## src/rtl/mem_arbiter_if.sv

```systemverilog
// Signal bundle linking mem_arbiter to the CPU requester, vga_ctrl and the shared memory port.
// master = arbiter side, slave = everything the arbiter talks to.
interface mem_arbiter_if #(
  parameter int DATAWIDTH = 16,
  parameter int ADDRWIDTH = 16
);
  logic [2:0]           acnt;
  logic [ADDRWIDTH-1:0] vga_addr;
  logic [DATAWIDTH-1:0] glyph_num;
  logic [DATAWIDTH-1:0] glyph_pixels;
  logic                 cpu_req;
  logic                 cpu_we;
  logic [ADDRWIDTH-1:0] cpu_addr;
  logic [DATAWIDTH-1:0] cpu_wdata;
  logic [DATAWIDTH-1:0] cpu_rdata;
  logic                 cpu_ack;
  logic                 mem_en;
  logic                 mem_we;
  logic [ADDRWIDTH-1:0] mem_addr;
  logic [DATAWIDTH-1:0] mem_wdata;
  logic [DATAWIDTH-1:0] mem_rdata;

  modport master (
    output acnt, glyph_num, glyph_pixels, cpu_rdata, cpu_ack,
           mem_en, mem_we, mem_addr, mem_wdata,
    input  vga_addr, cpu_req, cpu_we, cpu_addr, cpu_wdata, mem_rdata
  );

  modport slave (
    input  acnt, glyph_num, glyph_pixels, cpu_rdata, cpu_ack,
           mem_en, mem_we, mem_addr, mem_wdata,
    output vga_addr, cpu_req, cpu_we, cpu_addr, cpu_wdata, mem_rdata
  );
endinterface

```

## src/rtl/mem_arbiter.sv

```systemverilog
// Time-division arbiter for the shared frame-buffer/glyph-ROM port: two fixed VGA read slots
// per 8-clock frame, remaining slots granted to a single req/ack CPU port.
module mem_arbiter #(
  parameter int DATAWIDTH = 16,
  parameter int ADDRWIDTH = 16,
  parameter int FB_SLOT   = 1,
  parameter int ROM_SLOT  = 3
) (
  input  logic          clk,
  input  logic          rst,
  mem_arbiter_if.master bus
);
  localparam logic [2:0] FbSlot  = 3'(FB_SLOT);
  localparam logic [2:0] RomSlot = 3'(ROM_SLOT);
  localparam logic [2:0] FbLoad  = 3'(FB_SLOT + 1);
  localparam logic [2:0] RomLoad = 3'(ROM_SLOT + 1);

  typedef enum logic {
    IDLE,
    ACK
  } state_e;

  state_e               state_q, state_d;
  logic [2:0]           acnt_q, acnt_d;
  logic [DATAWIDTH-1:0] glyph_num_q, glyph_num_d;
  logic [DATAWIDTH-1:0] glyph_pixels_q, glyph_pixels_d;
  logic [DATAWIDTH-1:0] cpu_rdata_q, cpu_rdata_d;
  logic                 rd_q, rd_d;

  logic                 vga_slot;
  logic                 mem_en;
  logic                 mem_we;
  logic [ADDRWIDTH-1:0] mem_addr;
  logic [DATAWIDTH-1:0] mem_wdata;
  logic                 cpu_ack;
  logic [DATAWIDTH-1:0] cpu_rdata;

  // NOTE: sequential state uses non-blocking assignments only, so every register samples
  // the values from before the edge regardless of statement order.
  always_ff @(posedge clk) begin
    if (!rst) begin
      state_q        <= IDLE;
      acnt_q         <= '0;
      glyph_num_q    <= '0;
      glyph_pixels_q <= '0;
      cpu_rdata_q    <= '0;
      rd_q           <= 1'b0;
    end else begin
      state_q        <= state_d;
      acnt_q         <= acnt_d;
      glyph_num_q    <= glyph_num_d;
      glyph_pixels_q <= glyph_pixels_d;
      cpu_rdata_q    <= cpu_rdata_d;
      rd_q           <= rd_d;
    end
  end

  // NOTE: every variable gets a default at the top of the block so no path leaves one
  // unassigned, which would otherwise infer a latch.
  always_comb begin
    state_d        = state_q;
    acnt_d         = acnt_q + 3'd1;
    glyph_num_d    = glyph_num_q;
    glyph_pixels_d = glyph_pixels_q;
    cpu_rdata_d    = cpu_rdata_q;
    rd_d           = rd_q;
    mem_en         = 1'b0;
    mem_we         = 1'b0;
    mem_addr       = '0;
    mem_wdata      = '0;
    cpu_ack        = 1'b0;
    cpu_rdata      = cpu_rdata_q;

    vga_slot = (acnt_q == FbSlot) || (acnt_q == RomSlot);

    // VGA read data arrives one slot after each fetch is issued.
    if (acnt_q == FbLoad)  glyph_num_d    = bus.mem_rdata;
    if (acnt_q == RomLoad) glyph_pixels_d = bus.mem_rdata;

    if (vga_slot) begin
      mem_en   = rst;
      mem_addr = bus.vga_addr;
    end

    case (state_q)
      IDLE: begin
        if (rst && bus.cpu_req && !vga_slot) begin
          mem_en    = 1'b1;
          mem_we    = bus.cpu_we;
          mem_addr  = bus.cpu_addr;
          mem_wdata = bus.cpu_we ? bus.cpu_wdata : '0;
          rd_d      = !bus.cpu_we;
          state_d   = ACK;
        end
      end
      ACK: begin
        // A reset landing in the ack cycle abandons the access without acknowledging it.
        cpu_ack = rst;
        state_d = IDLE;
        if (rd_q && rst) begin
          cpu_rdata   = bus.mem_rdata;
          cpu_rdata_d = bus.mem_rdata;
        end
      end
      default: state_d = IDLE;
    endcase
  end

  assign bus.acnt         = acnt_q;
  assign bus.glyph_num    = glyph_num_q;
  assign bus.glyph_pixels = glyph_pixels_q;
  assign bus.cpu_rdata    = cpu_rdata;
  assign bus.cpu_ack      = cpu_ack;
  assign bus.mem_en       = mem_en;
  assign bus.mem_we       = mem_we;
  assign bus.mem_addr     = mem_addr;
  assign bus.mem_wdata    = mem_wdata;
endmodule

```

## src/flat_wrapper.sv

```systemverilog
// flat-port wrapper written by rule: the top's interface ports become plain ports
module mem_arbiter_flat 
#(
  parameter int DATAWIDTH = 16,
  parameter int ADDRWIDTH = 16,
  parameter int FB_SLOT   = 1,
  parameter int ROM_SLOT  = 3
)
  (clk, rst, bus_acnt, bus_glyph_num, bus_glyph_pixels, bus_cpu_rdata, bus_cpu_ack, bus_mem_en, bus_mem_we, bus_mem_addr, bus_mem_wdata, bus_vga_addr, bus_cpu_req, bus_cpu_we, bus_cpu_addr, bus_cpu_wdata, bus_mem_rdata);
  mem_arbiter_if #(.DATAWIDTH(DATAWIDTH), .ADDRWIDTH(ADDRWIDTH)) bus_i ();
  input  logic clk;
  input  logic rst;
  output wire logic [$bits(bus_i.acnt)-1:0] bus_acnt;
  output wire logic [$bits(bus_i.glyph_num)-1:0] bus_glyph_num;
  output wire logic [$bits(bus_i.glyph_pixels)-1:0] bus_glyph_pixels;
  output wire logic [$bits(bus_i.cpu_rdata)-1:0] bus_cpu_rdata;
  output wire logic [$bits(bus_i.cpu_ack)-1:0] bus_cpu_ack;
  output wire logic [$bits(bus_i.mem_en)-1:0] bus_mem_en;
  output wire logic [$bits(bus_i.mem_we)-1:0] bus_mem_we;
  output wire logic [$bits(bus_i.mem_addr)-1:0] bus_mem_addr;
  output wire logic [$bits(bus_i.mem_wdata)-1:0] bus_mem_wdata;
  input wire logic [$bits(bus_i.vga_addr)-1:0] bus_vga_addr;
  input wire logic [$bits(bus_i.cpu_req)-1:0] bus_cpu_req;
  input wire logic [$bits(bus_i.cpu_we)-1:0] bus_cpu_we;
  input wire logic [$bits(bus_i.cpu_addr)-1:0] bus_cpu_addr;
  input wire logic [$bits(bus_i.cpu_wdata)-1:0] bus_cpu_wdata;
  input wire logic [$bits(bus_i.mem_rdata)-1:0] bus_mem_rdata;
  assign bus_acnt = bus_i.acnt;
  assign bus_glyph_num = bus_i.glyph_num;
  assign bus_glyph_pixels = bus_i.glyph_pixels;
  assign bus_cpu_rdata = bus_i.cpu_rdata;
  assign bus_cpu_ack = bus_i.cpu_ack;
  assign bus_mem_en = bus_i.mem_en;
  assign bus_mem_we = bus_i.mem_we;
  assign bus_mem_addr = bus_i.mem_addr;
  assign bus_mem_wdata = bus_i.mem_wdata;
  assign bus_i.vga_addr = bus_vga_addr;
  assign bus_i.cpu_req = bus_cpu_req;
  assign bus_i.cpu_we = bus_cpu_we;
  assign bus_i.cpu_addr = bus_cpu_addr;
  assign bus_i.cpu_wdata = bus_cpu_wdata;
  assign bus_i.mem_rdata = bus_mem_rdata;
  mem_arbiter #(.DATAWIDTH(DATAWIDTH), .ADDRWIDTH(ADDRWIDTH), .FB_SLOT(FB_SLOT), .ROM_SLOT(ROM_SLOT)) u_core (.clk(clk), .rst(rst), .bus(bus_i));
endmodule
```

## config.mk

```make
export PLATFORM = sky130hd
export DESIGN_NAME = mem_arbiter_flat
export DESIGN_NICKNAME = d
export VERILOG_FILES = /design/src/rtl/mem_arbiter_if.sv /design/src/rtl/mem_arbiter.sv /design/src/flat_wrapper.sv
export SDC_FILE = /design/constraint.sdc
export NUM_CORES = 1
export LEC_CHECK = 0
export CORE_MARGIN = 2
export CORE_UTILIZATION = 37
export CTS_CLUSTER_SIZE = 16
export DETAILED_ROUTE_END_ITERATION = 8
export PLACE_DENSITY = 0.91
export SYNTH_ARGS = -nofsm -noshare
export SYNTH_HDL_FRONTEND = slang
export SYNTH_SLANG_ARGS = --single-unit
```

## constraint.sdc

```tcl
create_clock -name clk -period 2.4 [get_ports clk]
set_clock_uncertainty 0.05 [all_clocks]
set_input_delay 0.48 -clock clk [delete_from_list [all_inputs] [get_ports clk]]
set_output_delay 0.48 -clock clk [all_outputs]
set_load 0.005 [all_outputs]
```

==> results.md, run 1 <==
- The worst register-to-register path ends at u_core.bus.glyph_pixels[2].
- The signed area change from the synthesized netlist to the final layout is 83.6%.
- The number of pins exceeding their max-slew limit in the final report was 0.
- The final setup violation count is 23.
- The count of input and output buffers is 153.
- In this run, the number of DRC markers left after iteration 0 of detailed routing was 121.
- The met2 demand-to-capacity share in global routing is 0.424.
- The via total after detailed routing is 2,504.
- The met1 demand-to-capacity share in global routing is 0.237.
- The worst setup path is captured at an output port.
- Measured along the y axis, the die boundary spans 85.1 um.
- The global-route wire length before repair is 12.8 mm.
- The maximum single-stage delay on the critical path is 0.50 ns.
- The mapped netlist covers 2430 um2.
- The post-detailed-route wirelength per cell is 17.3 um.
- The number of levels the H-tree was split into is 2.
- In this run the register-to-register setup slack is 0.65 ns.
- The data required time at the worst endpoint is 1.87 ns.
- The type of the setup path with the least slack is reg2out.
- In this run the horizontal extent of the chip is 85.1 um.
- Setup repair after global routing could not meet its margin everywhere.
- The net count of the finished layout is 500.
- The initial utilization of the core area, before any placement, comes to 0.383.
- The post-detailed-route count of antenna-violating nets is 0.
- Among the stages of the critical path, the cell type that occurs most often is sky130_fd_sc_hd__ha_4.
- The worst flop-to-flop path startpoint is u_core.bus.acnt[0].
- The number of sinks handled by clock tree synthesis is 53.
- The slowest cell on the critical path is sky130_fd_sc_hd__clkdlybuf4s50_1.
- The DRC violation count after routing is 0.
- The via count of the first global-routing pass is 2,549.
- For this run the aggregate overflow at the end of global routing stands at 0.
- The clock tree root buffer cell is sky130_fd_sc_hd__clkbuf_8.
- Synthesis produced a netlist whose cell count is 258.
- The most utilized layer in the global route result is met2.
- In this run the tightest slew margin relative to its limit is 0.543.
- The max-capacitance violation count is 0.
- The overall fraction of global-route tracks in use is 0.222.
- The floorplan step defined a die boundary enclosing 7250 um2.
- The number of failing hold endpoints at the final stage was 0.
- The transition time at the pin with the least slew margin is 0.686 ns.
- By area the synthesized netlist is led by sky130_fd_sc_hd__dfxtp_1 (44%), sky130_fd_sc_hd__nand2_1 (10%), sky130_fd_sc_hd__a21boi_0 (8.9%).
- The maximum achievable frequency is 0.388 GHz.
- The number of warnings printed during yosys synthesis is 0.
- The register area share after synthesis is 0.436.
- Before antenna repair, the detailed router went through 4 iterations.
- Walking the worst path, the cells encountered are ha_4 -> ha_4 -> a211oi_4 -> buf_6 -> buf_8 -> a22o_1 -> clkdlybuf4s50_1.
- The total number of placement rows is 29.
- The startpoint of the most critical setup path is u_core.bus.acnt[0].
- The synthesized netlist net count is 331.
- The number of different library cells used by synthesis comes to 26.
- The number of buffers and inverters on the critical path is 3.
- The setup TNS is -1.46 ns.
- The worst-case IR drop observed on VDD is 0.416 mV.
- For this run, the share of the core covered by cells in the final layout is 0.704.
- TritonCTS built the clock tree.
- In the global route stage, met3 resource usage came out at 0.0691.
- For the worst flop-to-flop path, the logic depth is 6.
- The startpoint type of the worst setup path is a flip-flop.
- The initial antenna violation count is 0.
- The startpoint identified for the worst hold timing path is u_core.bus.glyph_num[0].
- The number of primary I/O pins is 154.
- The run finished, with violations left.
- The leakage dissipation is 2.02 nW.
- Counting buffers and inverters, the worst setup path is 7 cells deep.
- For the worst setup path, the data arrival time is 2.05 ns.
- Clock-pin slew was measured on the worst setup and hold paths at 0.09 ns.
- After detailed routing, the number of vias per cell comes to 4.96.
- The smallest clock period supported by the final layout is computed as 2.58 ns.
- The final worst-path setup slack is -0.180 ns.
- The pin count of the biggest net entering global routing is 38.
- In this run, synthesis produced a sequential element count of 53.
- The destination of the critical timing path is bus_mem_addr[0].
- The placeable core region is 6350 um2.
- Of the available clock period, the critical path in the final layout requires 1.07.
- The clock latency of the later-clocked register in the worst-skew pair is 0.30 ns.
- The number of CTS-inserted buffers is 5.
- The antenna diode count is 0.
- The type of the tightest min-delay check is reg2reg.
- The family with the most delay on the worst path is buffers and inverters.
- The mean post-synth cell area is 9.44 um2.
- The detailed-route wire length is 8.76 mm.
- The area share of the leading cell type in the synthesized netlist is 0.436.
- The placed wire-length estimate is 5.85 mm.
- Of the cells placed in the final design, the portion with a size suffix greater than 1 is 0.227.
- The maximum buffer depth of the clock tree is 2.
- The placer's final routability congestion estimate is 0.783.
- The top fanout value on the critical path is 5.
- The checks that failed: setup timing.
- In this run the power density over the cells is 462 nW/um2.
- The cell type with the highest aggregate area in the netlist is sky130_fd_sc_hd__dfxtp_1.
[final cells by class]
type,instances,area [um2]
fillers,435,1880
flip-flops and latches,53,1070
multi-input cells,182,1340
repair buffers,182,1840
inverters,3,11.3
clock inverters,1,30.0
clock buffers,7,86.3
well taps,77,96.3
[power breakdown]
part	total [mW]	internal, mW	switching, mW
Clock	0.622	0.340	0.282
Sequential	0.930	0.910	0.0206
Combinational	0.512	0.321	0.191
Total	2.06	1.57	0.494
[logic make-up (layout without fill, tap and decap cells)]
| group | Yosys count | after routing | synth area share |
|---|---|---|---|
| AO/OA/AOI/OAI | 52 | 52 | 0.175 |
| flip-flops | 53 | 53 | 0.436 |
| buffers and inverters | 23 | 193 | 0.0519 |
| adder cells (fa/ha/maj) | 5 | 5 | 0.0257 |
| multiplexers | 16 | 16 | 0.0894 |
| AND/OR/NAND/NOR | 109 | 109 | 0.222 |
[tightest hold or removal path, stage by stage, from the launching register on]
cell	delay [ns]
sky130_fd_sc_hd__dfxtp_1	0.32
sky130_fd_sc_hd__nand2_1	0.04
sky130_fd_sc_hd__a21boi_0	0.06
[metrics by stage]
stage / worst slack [ns] / cell area (um2) / power (mW) / std cells / hold slack [ns]
6_report: -0.180 / 4470 / 2.06 / 505 / 0.414
5_1_grt: -0.245 / 4470 / 2.15 / 505 / 0.441
3_5_place_dp: -0.395 / 4070 / 1.41 / 482 / 0.405
2_1_floorplan: 0.419 / 2430 / 1.11 / 258 / 0.401
4_1_cts: -0.252 / 4340 / 2.05 / 500 / 0.417
3_3_place_gp: -0.331 / 4070 / 1.39 / 482 / 0.398
[synthesized netlist by cell type]
cell type and n:
sky130_fd_sc_hd__a21boi_0 29, sky130_fd_sc_hd__a22o_1 16, sky130_fd_sc_hd__nor2b_1 4, sky130_fd_sc_hd__mux2_4 10
sky130_fd_sc_hd__a21o_1 1, sky130_fd_sc_hd__buf_2 6, sky130_fd_sc_hd__and2_1 19, sky130_fd_sc_hd__nand2b_1 1
sky130_fd_sc_hd__nand3_4 1, sky130_fd_sc_hd__nand3_1 1, sky130_fd_sc_hd__o221a_2 1, sky130_fd_sc_hd__inv_2 1
sky130_fd_sc_hd__and3_1 16, sky130_fd_sc_hd__nor2_1 1, sky130_fd_sc_hd__mux2_2 6, sky130_fd_sc_hd__o21a_1 1
sky130_fd_sc_hd__clkbuf_2 2, sky130_fd_sc_hd__nand2_1 65, sky130_fd_sc_hd__a21boi_1 3, sky130_fd_sc_hd__inv_1 2
sky130_fd_sc_hd__dfxtp_1 53, sky130_fd_sc_hd__ha_1 5, sky130_fd_sc_hd__clkbuf_1 8, sky130_fd_sc_hd__a211oi_4 1
sky130_fd_sc_hd__nand3b_4 1, sky130_fd_sc_hd__buf_6 4
[worst min path at each step]
stage / endpoint / slack, ns / depth (start not counted)
6_report: u_core.bus.glyph_num[0] / 0.41 / 2
5_1_grt: u_core.bus.glyph_num[12] / 0.44 / 2
4_1_cts: u_core.bus.glyph_num[11] / 0.42 / 2
3_5_place_dp: u_core.bus.glyph_num[11] / 0.41 / 2
3_3_place_gp: u_core.bus.glyph_num[4] / 0.40 / 2
2_1_floorplan: u_core.bus.glyph_num[9] / 0.40 / 2
[registers in the layout, indices dropped and copies added, names as in the netlist]
register / cells
u_core.bus.acnt: 3
u_core.bus.glyph_num: 16
u_core.bus.glyph_pixels: 16
u_core.cpu_rdata_q: 16
u_core.rd_q: 1
u_core.state_q: 1
[cell usage in the layout (no fill, tap or decap)]
master,netlist,layout
sky130_fd_sc_hd__buf_6,4,18
sky130_fd_sc_hd__dfxtp_1,53,50
sky130_fd_sc_hd__and3_4,0,11
sky130_fd_sc_hd__nor2_1,1,1
sky130_fd_sc_hd__bufbuf_16,0,1
sky130_fd_sc_hd__mux2_2,6,6
sky130_fd_sc_hd__clkbuf_8,0,6
sky130_fd_sc_hd__nand2_1,65,65
sky130_fd_sc_hd__clkdlybuf4s50_1,0,117
sky130_fd_sc_hd__dlymetal6s2s_1,0,14
sky130_fd_sc_hd__inv_1,2,1
sky130_fd_sc_hd__and3_1,16,5
sky130_fd_sc_hd__a21o_2,0,1
sky130_fd_sc_hd__clkbuf_1,8,1
sky130_fd_sc_hd__nand2b_1,1,1
sky130_fd_sc_hd__a211oi_4,1,1
sky130_fd_sc_hd__o221a_2,1,1
sky130_fd_sc_hd__dfxtp_2,0,2
sky130_fd_sc_hd__nand3b_4,1,1
sky130_fd_sc_hd__clkbuf_2,2,4
sky130_fd_sc_hd__ha_1,5,2
sky130_fd_sc_hd__mux2_4,10,10
sky130_fd_sc_hd__dfxtp_4,0,1
sky130_fd_sc_hd__buf_8,0,2
sky130_fd_sc_hd__bufinv_16,0,1
sky130_fd_sc_hd__nand3_1,1,1
sky130_fd_sc_hd__buf_2,6,6
sky130_fd_sc_hd__a21boi_0,29,29
sky130_fd_sc_hd__o21a_1,1,1
sky130_fd_sc_hd__ha_4,0,3
sky130_fd_sc_hd__buf_4,0,17
sky130_fd_sc_hd__and2_1,19,19
sky130_fd_sc_hd__a21boi_1,3,3
sky130_fd_sc_hd__a22o_1,16,16
sky130_fd_sc_hd__nor2b_1,4,4
sky130_fd_sc_hd__buf_12,0,2
sky130_fd_sc_hd__inv_2,1,2
sky130_fd_sc_hd__nand3_4,1,1
sky130_fd_sc_hd__dlygate4sd2_1,0,1
[timing repair]
item,4_1_cts,5_1_grt
pin swaps,1,13
setup buffers,6,8
hold buffers,0,0
cloned,4,0
resized for setup,50,83
endpoints found under the setup margin,38,48
endpoints found under the hold margin,0,0
[metal layers]
layer  vias up  routed length, um
met1      1204               3350
li1       1199                  -
met2        99               4750
met3         2                639
met5         -                  0
met4         0                 21
Power figures use the tool's default switching activity.
==> run 2, diff against run 1 <==
--- a/config.mk
+++ b/config.mk
@@ -9,7 +9,9 @@
 export CORE_UTILIZATION = 37
 export CTS_CLUSTER_SIZE = 16
 export DETAILED_ROUTE_END_ITERATION = 8
+export HOLD_SLACK_MARGIN = 0.06
 export PLACE_DENSITY = 0.91
+export SKIP_CTS_REPAIR_TIMING = 1
 export SYNTH_ARGS = -nofsm -noshare
 export SYNTH_HDL_FRONTEND = slang
 export SYNTH_SLANG_ARGS = --single-unit
==> results.md, run 2 (same netlist as run 1, synthesis figures left out) <==
- The beginning of the worst hold path is u_core.bus.glyph_num[0].
- The length in cells of the worst reg-to-reg path is 6 (unchanged).
- STA classifies the critical path startpoint as a flip-flop.
- The worst hold path belongs to the class reg2reg.
- CTS placed an instance of sky130_fd_sc_hd__clkbuf_8 at the clock tree root.
- The clock latency of the later-clocked register in the worst-skew pair is 0.29 ns (about the same).
- The slack of the worst reg-to-reg path is 0.68 ns (+0.03 ns).
- The type of the setup path with the least slack is reg2out.
- The per-cell via count in the routed design is 4.89 (-1.5%).
- The data arrival time of the critical path came to 2.01 ns (-0.04 ns).
- The post-detailed-route wirelength per cell was 15.8 um (-9.2%).
- The maximum resistive drop on vdd is 0.418 mV (+0.40%).
- The number of CTS-inserted buffers is 5 (unchanged).
- The top fanout value on the critical path is 5 (unchanged).
- The sum of overflow across all layers after global routing was 0 (unchanged).
- The depth of the worst hold-timing path is 2 (unchanged).
- The number of primary I/O pins is 154 (unchanged).
- The placer's final routability congestion estimate is 0.783 (unchanged).
- The area taken by multi-input logic gates is 1270 um2 (-5.3%).
- The ratio of cells with drive above 1 in the final layout was 0.174 (-0.0525).
- The final worst-path setup slack is -0.141 ns (+0.0381 ns).
- The via total after detailed routing is 2,453 (-2.0%).
- In this run the critical register-to-register path is captured at u_core.bus.glyph_pixels[2].
- The DRC violation count after routing was 0 (unchanged).
- The antenna diode count is 0 (unchanged).
- The placeable core region is 6350 um2 (unchanged).
- The net count of the finished layout is 497 (-0.60%).
- The post-detailed-route count of antenna-violating nets is 0 (unchanged).
- The overall fraction of global-route tracks in use came to 0.202 (-0.0198).
- The utilization after layout is 0.683 (-0.0215).
- The chip height came to 85.1 um (unchanged).
- The total number of placement rows came to 29 (unchanged).
- The part of the cycle the worst path needs is 1.06 (-0.0159).
- The placed wire-length estimate is 5.85 mm (unchanged).
- The signed area change from the synthesized netlist to the final layout is 78.0%.
- The number of levels the H-tree was split into is 2 (unchanged).
- The detailed-route wire length is 7.91 mm (-9.7%).
- The number of optimization iterations in the first detailed-route pass came to 4 (unchanged).
- The count of input and output buffers came to 153 (unchanged).
- The flow ran to the end, but the final reports show violations.
- TritonCTS built the clock tree.
- The die footprint is 7250 um2 (unchanged).
- The final setup violation count came to 7 (-70%).
- The effective utilization at floorplan is 0.383 (unchanged).
- The number of DRC violations after detailed-routing iteration 0 is 77 (-36%).
- The placement-stage worst setup slack is -0.395 ns (unchanged).
- The max-capacitance violation count was 0 (unchanged).
- The width of the chip came to 85.1 um (unchanged).
- The worst setup path is captured at an output port.
- The checks that failed: setup timing.
- The area taken by flip-flops and latches was 1060 um2 (-0.35%).
- The clock transition time at the flip-flop clock pins of the worst setup and hold paths is 0.09 ns (about the same).
- The maximum buffer depth of the clock tree came to 2 (unchanged).
- The via count of the first global-routing pass is 2,387 (-6.4%).
- The number of filler instances in the final layout is 474 (+9.0%).
- The global-route wire length before repair was 11.8 mm (-8.0%).
- Setup repair after global routing could not meet its margin everywhere.
- Leaving out fill and tap cells, the most frequent cells in the layout are sky130_fd_sc_hd__clkdlybuf4s50_1 (110), sky130_fd_sc_hd__nand2_1 (65), sky130_fd_sc_hd__dfxtp_1 (51).
- The maximum achievable frequency is 0.393 GHz (+1.5%).
- The leakage dissipation was 2.22 nW (+9.7%).
- The end point of the most critical hold path is u_core.bus.glyph_num[0].
- The number of pins exceeding their max-slew limit in the final report came to 0 (unchanged).
- The startpoint identified for the worst register-to-register timing path is u_core.bus.acnt[0].
- The data required time at the worst endpoint is 1.87 ns (about the same).
- The number of sinks handled by clock tree synthesis was 53 (unchanged).
- Leaving out fill and tap cells, the most frequent cell in the layout is sky130_fd_sc_hd__clkdlybuf4s50_1.
- The initial antenna violation count is 0 (unchanged).
- The power density of the placed cells is 466 nW/um2 (+0.87%).
- The relative max-transition margin is 0.557 (+0.0140).
- The minimum clock period is 2.54 ns (-0.0381 ns).
- The pin count of the biggest net entering global routing came to 38 (unchanged).
- The number of failing hold endpoints at the final stage was 0 (unchanged).
- The transition time at the pin with the least slew margin was 0.664 ns (-0.0211 ns).
## run 2: cell types whose count changed in the layout (fill, tap and decap cells not counted), sizes merged
| cell | delta |
|---|---|
| buf | -18 |
| bufbuf | -1 |
| clkbuf | +10 |
| clkdlybuf4s50 | -7 |
| dlygate4sd2 | -1 |
| dlymetal6s2s | +14 |
## run 2: how the worst max path moves through the flow
stage / start / endpoint / cells past startpoint
floorplan: u_core.bus.acnt[0] / bus_mem_addr[10] / 6
global placement: bus_cpu_req / bus_mem_wdata[15] / 6
detailed placement: bus_cpu_req / bus_mem_addr[4] / 6
CTS: u_core.bus.acnt[0] / bus_mem_addr[4] / 5
global route: u_core.bus.acnt[0] / bus_mem_addr[2] / 10
finish: u_core.bus.acnt[0] / bus_mem_addr[2] / 10
## run 2: cell type report
class | instances | share of cell area
inverters | 3 | 0.00260
multi-input cells | 182 | 0.293
clock inverters | 1 | 0.00693
flip-flops and latches | 53 | 0.245
well taps | 77 | 0.0222
repair buffers | 179 | 0.410
clock buffers | 7 | 0.0199
## run 2: through the flow
| step | setup TNS (ns) | std cells | hold slack, ns | power (mW) | area (um2) |
|---|---|---|---|---|---|
| 5_1_grt | -1.97 | 502 | 0.441 | 2.10 | 4330 |
| 2_1_floorplan | 0 | 258 | 0.401 | 1.11 | 2430 |
| 6_report | -0.565 | 502 | 0.413 | 2.02 | 4330 |
| 3_3_place_gp | -10.29 | 482 | 0.398 | 1.39 | 4070 |
| 4_1_cts | -13.24 | 490 | 0.417 | 2.02 | 4190 |
| 3_5_place_dp | -11.60 | 482 | 0.405 | 1.41 | 4070 |
## run 2: power by group
group,internal (mW),switching [mW],leakage (nW)
logic,0.295,0.177,1.73
registers,0.910,0.0171,0.430
clock network,0.340,0.280,0.0585
## run 2: worst max-delay path, stage by stage (launching register included)
cell and delay (ns):
sky130_fd_sc_hd__dfxtp_2 0.34, sky130_fd_sc_hd__ha_2 0.20, sky130_fd_sc_hd__ha_4 0.17, sky130_fd_sc_hd__a211oi_4 0.20, sky130_fd_sc_hd__buf_6 0.15, sky130_fd_sc_hd__buf_4 0.10
sky130_fd_sc_hd__buf_6 0.10, sky130_fd_sc_hd__buf_4 0.12, sky130_fd_sc_hd__buf_4 0.10, sky130_fd_sc_hd__a22o_1 0.12, sky130_fd_sc_hd__clkbuf_2 0.11
## run 2: metal layers
| layer | vias to the layer above | GRT usage | wire length, um | part of all wire |
|---|---|---|---|---|
| met3 | 10 | 0.0671 | 616 | 0.078 |
| li1 | 1194 | - | - | - |
| met2 | 106 | 0.366 | 4080 | 0.52 |
| met4 | 0 | 0.0563 | 116 | 0.015 |
| met1 | 1143 | 0.224 | 3100 | 0.39 |
| met5 | - | 0 | 0 | 0 |
==> RTL edit 1 (settings of run 1) <==
Reset style: asynchronous (`rst`), changed in one clocked block.
--- a/src/rtl/mem_arbiter.sv
+++ b/src/rtl/mem_arbiter.sv
@@ -37,7 +37,7 @@
 
   // NOTE: sequential state uses non-blocking assignments only, so every register samples
   // the values from before the edge regardless of statement order.
-  always_ff @(posedge clk) begin
+  always_ff @(posedge clk or negedge rst) begin
     if (!rst) begin
       state_q        <= IDLE;
       acnt_q         <= '0;
Function: differs if rst is asserted again (counterexample within 4 cycles, from zero or initial values and one cycle with rst low); with rst held inactive, the same outputs for 10 cycles.
==> RTL edit 1 against run 1 <==
- the flow still finishes with violations (setup timing)
- routed wire length is 8.7% lower
- combinational power is 16% higher
- area after synthesis is 2.5% lower
- setup slack better by 170 ps
- via count is 16% lower
- design area is 3.4% lower
- sequential cell count stayed put
- critical endpoint is now bus_mem_wdata[0]
- power is 10% higher
- largest cell class unchanged
- critical path type unchanged
==> RTL edit 1: results <==
group,metric,value,unit
yosys,async_reset_ff_share,100,%
setup_path,worst_path_dominant_cell_family,"flip-flops",
setup_path,crit_slowest_cell,"sky130_fd_sc_hd__dfrtp_1",
global_routing,vias_in_the_first_global_route,2203,
finish,antenna_diode_instance_count,1,
yosys,ys_top_cells_by_count,"53 x sky130_fd_sc_hd__dfrtp_1, 47 x sky130_fd_sc_hd__mux2_2, 16 x sky130_fd_sc_hd__a22o_1",
yosys,synth_cell_type_count,23,
global_routing,number_of_antenna_violations_at_the_first_check_in_global_routing,1,
power,worst_ir_drop_vdd,0.464,mV
yosys,synth.net_count,236,
timing,hold_ws,319,ps
finish,sequential_cell_total,53,
global_routing,grt_pass1_wl,12100,um
setup_path,startpoint,"u_core.bus.acnt[1]",
setup_path,crit_path_max_incr_delay,440,ps
finish,multiInputGateArea,0.00105,sq mm
placed_design,placed_cells,394,
timing,least_setup_slack_across_all_paths_after_layout,-8.61,ps
finish,seqAreaFraction,30.7,%
finish,layout_cells_sized_above_1,39.6,%
yosys,synth.mux.area_fraction,23.4,%
timing,report.final.setup_viol,1,
clock_tree,root_buffer,"sky130_fd_sc_hd__clkbuf_8",
placed_design,postPlaceCellArea,0.00402,sq mm
global_routing,pin_count_of_the_biggest_net_entering_global_routing,55,
setup_path,critical_path_arrival,1880,ps
finish,nonClockInverterCount,5,
yosys,synthDominantAreaCellType,"sky130_fd_sc_hd__dfrtp_1",
outcome,run_status,"finished with violations",
setup_path,critPathCapture,"bus_mem_wdata[0]",
yosys,compound_gate_portion_of_the_synthesized_area,7.38,%
finish,layout.comb_gates.multi_input,97,
worst_hold_path,holdCritPathClass,"primary input to asynchronous set/reset pin",
detailed_routing,drt-vias-per-instance,4.94,
timing,worstMarginPinSlew,668,ps
detailed_routing,drt-initial-drc-count,41,
finish,sequential_cell_area,0.00133,sq mm
finish,nNetsFinal,418,
yosys,yosysSeqAreaShare,55.9,%
finish,clockNetworkAreaShare,2.72,%
setup_path,crit-reg2reg-launch,"u_core.bus.acnt[0]",
yosys,synth.area.top_cells,"sky130_fd_sc_hd__dfrtp_1 56%, sky130_fd_sc_hd__mux2_2 22%, sky130_fd_sc_hd__a22o_1 5.9%",
yosys,postSynthAreaPerCell,14.6,sq um
finish,signal_buffer_area_fraction,39.4,%
outcome,violations,"setup timing",
finish,non_clock_buffer_count,183,
yosys,dominantRegCellSynth,"sky130_fd_sc_hd__dfrtp_1",
finish,num-fill-cells,444,
setup_path,path_max_fanout,18,
placed_design,pre_cts_slack,-432,ps
setup_path,timing.reg2reg.setup_slack,550,ps
detailed_routing,route.detailed.wl_per_inst,18.9,um
timing,totalNegativeSetupSlack,-8.61,ps
detailed_routing,drt-total-wl,8000,um
placed_design,routabilityCongestion,0.820,
setup_path,terminus_of_the_critical_flop_to_flop_path,"u_core.bus.glyph_num[4]",
placed_design,dp_hpwl,5480,um
RTL edit 1: power by group through the flow:
stage	Sequential (mW)	Clock (mW)	Combinational (mW)
floorplan	1.06	0	0.174
global placement	1.06	0	0.589
detailed placement	1.07	0	0.600
CTS	1.06	0.643	0.596
global route	1.07	0.677	0.639
finish	1.06	0.618	0.596
RTL edit 1: cells by family (layout without fill, tap and decap cells):
| group | Yosys count | count (layout) |
|---|---|---|
| flops | 53 | 53 |
| mux | 49 | 49 |
| simple gates | 23 | 24 |
| compound gates | 19 | 19 |
| buf+inv | 14 | 196 |
| fa+ha+maj | 5 | 5 |
| other cells | 0 | 1 |
RTL edit 1: metal layers:
layer / wire length [um] / global-route usage (%)
met2: 4060 / 39.2
met4: 124 / 6.16
met5: 0 / 0
met1: 3010 / 25.6
met3: 810 / 7.22
==> RTL edit 2 (config.mk and constraints of run 1) <==
Without the edit above. `ADDRWIDTH` is set to 16 in 3 places; all go to 15.
--- a/src/rtl/mem_arbiter_if.sv
+++ b/src/rtl/mem_arbiter_if.sv
@@ -2,7 +2,7 @@
 // master = arbiter side, slave = everything the arbiter talks to.
 interface mem_arbiter_if #(
   parameter int DATAWIDTH = 16,
-  parameter int ADDRWIDTH = 16
+  parameter int ADDRWIDTH = 15
 );
   logic [2:0]           acnt;
   logic [ADDRWIDTH-1:0] vga_addr;
--- a/src/rtl/mem_arbiter.sv
+++ b/src/rtl/mem_arbiter.sv
@@ -2,7 +2,7 @@
 // per 8-clock frame, remaining slots granted to a single req/ack CPU port.
 module mem_arbiter #(
   parameter int DATAWIDTH = 16,
-  parameter int ADDRWIDTH = 16,
+  parameter int ADDRWIDTH = 15,
   parameter int FB_SLOT   = 1,
   parameter int ROM_SLOT  = 3
 ) (
--- a/src/flat_wrapper.sv
+++ b/src/flat_wrapper.sv
@@ -2,7 +2,7 @@
 module mem_arbiter_flat 
 #(
   parameter int DATAWIDTH = 16,
-  parameter int ADDRWIDTH = 16,
+  parameter int ADDRWIDTH = 15,
   parameter int FB_SLOT   = 1,
   parameter int ROM_SLOT  = 3
 )
Interface: changed (resized bus_cpu_addr, bus_mem_addr and bus_vga_addr); port bits go from 154 to 151. The function was not compared with the original's and may differ.
==> RTL edit 2 against run 1 <==
- sequential cell count is the same
- critical endpoint is now bus_mem_wdata[15]
- largest power group unchanged
- routed wire length shrank 12%
- via count shrank 5.0%
- area after synthesis shrank 1.2%
- setup slack gained 220 ps
- design area shrank 5.0%
- count of clock-buffer cells in the layout shrank 2
- power shrank 8.7%
==> RTL edit 2: results <==
group,metric,value,unit
placed_design,routabilityCongestion,0.741,
detailed_routing,wl_met2,3900,um
placed_design,io_buffers,150,
finish,layoutNonFillerInstCount,497,
outcome,run_status,"complete, no violations",
detailed_routing,drt-vias-per-instance,4.79,
yosys,postSynthAreaPerCell,9.36,sq um
setup_path,critical_path_arrival,1830,ps
timing,relSlewSlack,52.0,%
detailed_routing,drt-total-wl,7720,um
yosys,synth.net_count,328,
placed_design,placed_cells,478,
yosys,ys_top_cells_by_count,"65 x sky130_fd_sc_hd__nand2_1, 53 x sky130_fd_sc_hd__dfxtp_1, 29 x sky130_fd_sc_hd__a21boi_0",
detailed_routing,met3_layer_wire_length_in_the_routed_design,660,um
yosys,async_reset_ff_share,0,%
placed_design,postPlaceCellArea,0.00403,sq mm
detailed_routing,detail_route.wirelength.met1,3130,um
global_routing,groute.usage.overall,21.3,%
global_routing,grt_pass1_wl,12300,um
clock_tree,clk_pin_slew,100,ps
yosys,yosysSeqAreaShare,44.1,%
yosys,synth.area.top_cells,"sky130_fd_sc_hd__dfxtp_1 44%, sky130_fd_sc_hd__nand2_1 10%, sky130_fd_sc_hd__a21boi_0 9.1%",
global_routing,pin_count_of_the_biggest_net_entering_global_routing,29,
finish,layout_cells_sized_above_1,21.2,%
power,cellLeakagePower,1.84,nW
detailed_routing,highest-signal-layer,"met4",
power,worst_ir_drop_vdd,0.414,mV
setup_path,path_max_fanout,17,
placed_design,dp_hpwl,5460,um
finish,nNetsFinal,491,
==> RTL edit 2: cell types whose count changed after synthesis, sizes merged <==
cell	run 1	this run
a22o	16	15
buf	10	9
clkbuf	10	11
==> RTL edit 2: cell families (layout without fill, tap and decap cells) <==
kind of cell	after synthesis	after routing	synth area share, %
compound gates	51	51	17.4
fa+ha+maj	5	5	2.60
buf+inv	23	186	5.20
flops	53	53	44.1
mux	16	16	9.05
simple gates	109	109	21.6
==> RTL edit 2: critical path: stages (launching register included) <==
cell and delay (ps):
sky130_fd_sc_hd__dfxtp_4 380, sky130_fd_sc_hd__ha_4 160, sky130_fd_sc_hd__ha_4 160, sky130_fd_sc_hd__a211oi_4 190
sky130_fd_sc_hd__buf_4 250, sky130_fd_sc_hd__and3_4 200, sky130_fd_sc_hd__clkdlybuf4s15_2 200
==> RTL edit 2: area by class of cell <==
cell class	instances	area (sq um)
Clock buffer	5	68.8
Clock inverter	2	13.8
Fill cell	524	2070
Inverter	3	11.3
Multi-Input combinational cell	181	1280
Sequential cell	53	1070
Tap cell	77	96.3
Timing Repair Buffer	176	1710
==> RTL edit 2: final timing paths <==
| check | end | startpoint | slack, ps | cells after the start |
|---|---|---|---|---|
| worst max-delay path | bus_mem_wdata[15] | u_core.bus.acnt[1] | 40 | 6 |
| worst min register to register | u_core.bus.glyph_num[9] | u_core.bus.glyph_num[9] | 410 | 2 |
| worst min-delay path | u_core.bus.glyph_num[9] | u_core.bus.glyph_num[9] | 410 | 2 |
| worst max register to register | u_core.bus.glyph_pixels[9] | u_core.bus.acnt[0] | 660 | 6 |
==> RTL edit 2: power breakdown <==
group | internal, mW | switching, mW
sequential | 0.910 | 0.0216
combinational | 0.290 | 0.171
clock | 0.202 | 0.290
total | 1.40 | 0.483
==> RTL edit 2: metrics by stage <==
| stage | hold slack [ps] | worst slack, ps | utilization, % |
|---|---|---|---|
| after floorplan | 401 | 425 | - |
| after global placement | 391 | -349 | 63.9 |
| after detailed placement | 400 | -409 | 63.9 |
| after CTS | 414 | -96.4 | 67.6 |
| after global routing | 444 | -24.9 | 67.3 |
| final | 412 | 39.6 | 67.3 |
==> RTL edit 2: repair_timing <==
item / in CTS / in global routing
cloned: 3 / 0
pin swaps: 3 / 3
resized for setup: 136 / 9
endpoints found under the hold margin: 0 / 0
endpoints found under the setup margin: 50 / 31
setup buffers: 11 / 1
==> RTL edit 2: routing by layer <==
layer  global-route usage [%]  vias up
li1                         -     1184
met1                     25.5     1098
met2                     38.4       93
met3                     6.29        4
met4                     3.61        0
met5                        0        -
